$ cat config.mk
export PLATFORM = sky130hd
export DESIGN_NAME = fifo_read_arbiter
export DESIGN_NICKNAME = d
export VERILOG_FILES = /design/src/rtl/fifo_read_arbiter.sv
export SDC_FILE = /design/constraint.sdc
export NUM_CORES = 1
export LEC_CHECK = 0
export CORE_MARGIN = 4
export CORE_UTILIZATION = 50
export DETAILED_ROUTE_END_ITERATION = 8
export DONT_BUFFER_PORTS = 1
export HOLD_SLACK_MARGIN = 0.15
export PLACE_DENSITY = 0.66
export SLEW_MARGIN = 25
export SYNTH_ARGS = -nofsm -noshare
export SYNTH_HDL_FRONTEND = slang
export SYNTH_SLANG_ARGS = --single-unit
$ cat constraint.sdc
create_clock -name clk -period 3.5 [get_ports clk]
set_input_delay 0.35 -clock clk [delete_from_list [all_inputs] [get_ports clk]]
set_output_delay 0.35 -clock clk [all_outputs]
set_load 0.02 [all_outputs]
$ cat src/rtl/fifo_read_arbiter.sv
// fifo_read_arbiter: round-robin burst arbiter that drains head words from
// NUM_PORTS source FIFOs onto one valid/ready output stream.
// Each grant carries up to BURST_LEN beats. The scan for the next port starts
// one past the last granted port, so ports take turns.
// Optional build macro: FIFO_ARB_STATS_EN adds per-port accepted-beat counters,
// read through stat_sel/stat_count.
module fifo_read_arbiter #(
  parameter int NUM_PORTS     = 4,
  parameter int LOG_NUM_PORTS = 2,
  parameter int DATA_WIDTH    = 8,
  parameter int BURST_LEN     = 4,
  parameter int LOG_BURST_LEN = 2
) (
  input  logic                             clk,
  input  logic                             rst,
  input  logic                             enable,
  input  logic [NUM_PORTS-1:0]             port_mask,
  input  logic [NUM_PORTS*DATA_WIDTH-1:0]  fifo_data,
  input  logic [NUM_PORTS-1:0]             fifo_empty,
  output logic [NUM_PORTS-1:0]             fifo_next_read,
  output logic [DATA_WIDTH-1:0]            out_data,
  output logic                             out_valid,
  input  logic                             out_ready,
  output logic [LOG_NUM_PORTS-1:0]         grant_port,
`ifdef FIFO_ARB_STATS_EN
  input  logic [LOG_NUM_PORTS-1:0]         stat_sel,
  output logic [31:0]                      stat_count,
`endif
  output logic                             busy
);

  typedef enum logic {IDLE, GRANT} state_t;

  localparam logic [LOG_BURST_LEN-1:0] LAST_BEAT = LOG_BURST_LEN'(BURST_LEN - 1);
  localparam logic [LOG_NUM_PORTS-1:0] LAST_PORT = LOG_NUM_PORTS'(NUM_PORTS - 1);

  state_t                     state, state_nxt;
  logic [LOG_NUM_PORTS-1:0]   grant_port_nxt;
  logic [LOG_NUM_PORTS-1:0]   last_grant, last_grant_nxt;
  logic [LOG_BURST_LEN-1:0]   burst_cnt, burst_cnt_nxt;
  logic [DATA_WIDTH-1:0]      words [NUM_PORTS];
  logic                       accept;
  logic                       pick_found;
  logic [LOG_NUM_PORTS-1:0]   pick_port_idx;

  // Round-robin pick: the first eligible port at offset 1..NUM_PORTS after
  // 'last'. The loop runs from the far offset down, so the nearest one is the
  // last assignment and wins. Returns {found, index}.
  function automatic logic [LOG_NUM_PORTS:0] pick_port(
    input logic [NUM_PORTS-1:0]     elig,
    input logic [LOG_NUM_PORTS-1:0] last
  );
    logic [LOG_NUM_PORTS:0] r;
    int                     idx;
    r = '0;
    for (int k = NUM_PORTS; k >= 1; k--) begin
      idx = (int'(last) + k) % NUM_PORTS;
      if (elig[idx]) r = {1'b1, LOG_NUM_PORTS'(idx)};
    end
    return r;
  endfunction

  genvar gi;
  generate
    for (gi = 0; gi < NUM_PORTS; gi++) begin : g_unpack
      assign words[gi] = fifo_data[gi*DATA_WIDTH +: DATA_WIDTH];
    end
  endgenerate

  // Output side: offer the granted head word. Outputs are forced quiet while
  // reset is held, so a burst cut by reset never pops.
  always_comb begin
    busy      = (state == GRANT) & rst;
    out_valid = busy & enable & ~fifo_empty[grant_port];
    out_data  = words[grant_port];
    accept    = out_valid & out_ready;
  end

  // Pop strobe: only the granted port, and only on an accepted beat.
  always_comb begin
    fifo_next_read             = '0;
    fifo_next_read[grant_port] = accept;
  end

  // Next-state logic: arbitration in IDLE, beat counting and grant end in GRANT.
  always_comb begin
    state_nxt      = state;
    grant_port_nxt = grant_port;
    burst_cnt_nxt  = burst_cnt;
    last_grant_nxt = last_grant;
    {pick_found, pick_port_idx} = pick_port(port_mask & ~fifo_empty, last_grant);
    case (state)
      IDLE: begin
        if (enable && pick_found) begin
          state_nxt      = GRANT;
          grant_port_nxt = pick_port_idx;
          burst_cnt_nxt  = '0;
        end
      end
      GRANT: begin
        if (!out_valid) begin
          // The source ran dry or arbitration is disabled: give up the grant.
          state_nxt      = IDLE;
          last_grant_nxt = grant_port;
        end else if (accept) begin
          burst_cnt_nxt = burst_cnt + LOG_BURST_LEN'(1);
          if (burst_cnt == LAST_BEAT) begin
            state_nxt      = IDLE;
            last_grant_nxt = grant_port;
          end
        end
      end
      default: state_nxt = IDLE;
    endcase
  end

  // State register. Reset leaves last_grant on the top port, so the first
  // scan begins at port 0.
  always_ff @(posedge clk) begin
    if (!rst) begin
      state      <= IDLE;
      grant_port <= '0;
      burst_cnt  <= '0;
      last_grant <= LAST_PORT;
    end else begin
      state      <= state_nxt;
      grant_port <= grant_port_nxt;
      burst_cnt  <= burst_cnt_nxt;
      last_grant <= last_grant_nxt;
    end
  end

`ifdef FIFO_ARB_STATS_EN
  logic [31:0] stat_cnt [NUM_PORTS];

  // Per-port accepted-beat counters. They wrap modulo 2^32.
  always_ff @(posedge clk) begin
    if (!rst) begin
      for (int i = 0; i < NUM_PORTS; i++) stat_cnt[i] <= '0;
    end else if (accept) begin
      stat_cnt[grant_port] <= stat_cnt[grant_port] + 32'd1;
    end
  end

  assign stat_count = stat_cnt[stat_sel];
`endif

endmodule

==> results.yml <==
setup_path:
  reg2reg_from: "grant_port[0]"
  critPathCaptureType: "primary output"
  crit_arrival_ps: 2040
  crit_fanout: 4
  crit_start: "grant_port[0]"
  cpPeakStageDelay_ps: 600
  cp_top_family: "simple AND/OR/NAND/NOR gates"
  startpoint_type: "flop"
  crit_path_cell_trace: "mux4_2 > nor2_1 > nand2_1 > nor3_1 > buf_4"
  required_ps: 3150
  path_class: "reg -> out"
  path_buf_inv: 1
  cp_slowest_cell: "mux4_2"
power:
  p_leak_nw: 0.2944
  p_comb_share_pct: 36.4
  peakVddDrop_mv: 0.2335
  pwr-share-clk_pct: 28.0
  powerDensity_nw_per_um2: 340.7
  p_seq_share_pct: 35.6
  p_int_mw: 0.1672
  p_switching_mw: 0.08985
  p_sw_share_pct: 34.95
finish:
  final_cell_area_um2: 754.5
  final_nets: 122
  final_cell_mix: "nand2_1 (9), dfxtp_1 (7), o21ai_0 (6)"
  areaGrowthSynthToFinish_pct: 5.236
  layout_commonest_cell: "nand2_1"
  drive_above_1_share_pct: 17.11
  antenna_cells: 0
  fillers: 131
  utilization_pct: 56.57
grt:
  overflow: 0
  antenna_found_initial: 0
  grt_max_degree: 16
  grt_usage_pct: 15.12
  grt_pass1_wl_um: 2297
  grt_pass1_vias: 515
floorplanning:
  dieArea_um2: 2104
  boundaryPins: 60
  core-area_um2: 1334
  row_count: 13
  initial_core_util_pct: 53.75
  die_h_um: 45.87
  die_x_um: 45.87
clocking:
  clock-root-buffer: "clkbuf_4"
  numCtsBuffers: 3
  cts_sinks: 7
  cts-htree-levels: 1
  hold_buffers: 0
  clkTransAtPathRegs_ps: 50
  tritoncts: "yes"
  cts_setup_buffers: 0
  max-clock-path-buffers: 2
  clk_latency_ps: 250
  cts_resized: 0
detailed_routing:
  vias: 588
  wl_um: 1690
  ant_nets: 0
  dr.pass1.iters: 4
  top_layer: "met4"
  wirelength_met1_um: 598
  via_per_inst: 6.462
  wl_per_cell_um: 18.57
  drcViolationCount: 0
  drtIter0Drc: 16
  wl_met3_um: 289
  dr_wl_met2_um: 793
timing:
  clock.fmax_ghz: 0.4189
  drv_slew: 0
  post-route-min-period_ps: 2387
  finalCritPeriodShare_pct: 68.21
  slew-limit-headroom_pct: 67.01
  rsz0062_at_grt: "false"
  finalHoldViolations: 0
  tns_ps: 0
  finalSetupViolCount: 0
  postLayoutSetupSlackWorst_ps: 1113
  worst_pin_slew_ps: 488.5
  skew_ps: 2.556
hold_path:
  min-delay-start: "rst"
  holdCritPathClass: "in -> reg"
placement:
  place_ws_ps: 1374
  hpwl_um: 1377
  io_buffers: 0
  place_area_um2: 728.2
  gp_congestion: 0.8655
yosys:
  synthCells: 74
  syn_nets: 119
  synth_area_leaders: "dfxtp_1 (20%), mux4_2 (16%), mux4_1 (15%), nand2_1 (4.7%), nand2b_1 (4.4%)"
  synth_seq_cells: 7
  yosys_warnings: 0
  synthesis.area_um2: 716.9
  yosysTopAreaCellShare_pct: 19.55
  yosysSeqAreaShare_pct: 19.55
  yosysUniqueCellTypes: 29
  avgSynthCellArea_um2: 9.688
  synth_top_cell_by_area: "dfxtp_1"
job:
  maxCapViolCount: 0
status:
  status: "complete, no violations"
[power by group through the flow]
stage	combinational, mW	clock (mW)	sequential [mW]
floorplan	0.0846	0	0.0942
global placement	0.0936	0	0.0928
detailed placement	0.0947	0	0.0931
CTS	0.0942	0.0743	0.0913
global route	0.101	0.0773	0.0924
finish	0.0936	0.0720	0.0914
[path summary, 6_finish.rpt]
path / slack, ps / cells after the start / to
worst max-delay path: 1110 / 5 / fifo_next_read[0]
worst min-delay path: 170 / 1 / last_grant[1]
worst max register to register: 1800 / 4 / burst_cnt[0]
worst min register to register: 470 / 2 / burst_cnt[1]
[cells by family (layout without fill, tap and decap cells)]
group                    count (synthesis)  count (layout)  synth area share, %
buffers and inverters                    8              10                5.758
AND/OR/NAND/NOR                         29              29                21.82
multiplexers                            11              11                33.16
flip-flops                               7               7                19.55
adder cells (fa/ha/maj)                  1               1                1.745
AO/OA/AOI/OAI                           18              18                17.98
[cells in the mapped netlist (all sizes together)]
cell,instances
and2,2
inv,3
a21oi,2
o21ai,6
a211o,1
o221ai,1
nand2,9
mux2i,2
a41oi,1
a211oi,1
nor2b,1
buf,4
or3,1
nor2,5
and3,1
nor3,2
clkbuf,1
o31ai,3
ha,1
a31oi,3
nand2b,5
nand3,1
nor3b,2
dfxtp,7
mux4,9
[stage by stage]
step	std cells	power (mW)	hold slack, ps
after floorplan	74	0.1788	438.8
after global placement	87	0.1863	414.7
after detailed placement	87	0.1879	415.7
after CTS	91	0.2599	163.4
after global routing	91	0.2703	169.9
final	91	0.2571	166.6
[flip-flops by register name, indices dropped and copies added, names as in the netlist]
register and count:
burst_cnt 2, grant_port 2, state 1, last_grant 2
[routing by layer]
layer	global-route usage [%]	vias to the layer above
met5	0	-
met2	24.73	42
li1	-	292
met4	3.409	0
met3	7.510	2
met1	17.54	252
[final cells by class]
type / count / area [um^2] / share of cell area, %
Tap cell: 15 / 18.77 / 2.488
Multi-Input combinational cell: 59 / 535.5 / 70.98
Sequential cell: 7 / 140.1 / 18.57
Inverter: 3 / 11.26 / 1.493
Clock buffer: 4 / 26.28 / 3.483
Timing Repair Buffer: 3 / 22.52 / 2.985
Power figures use the tool's default switching activity.
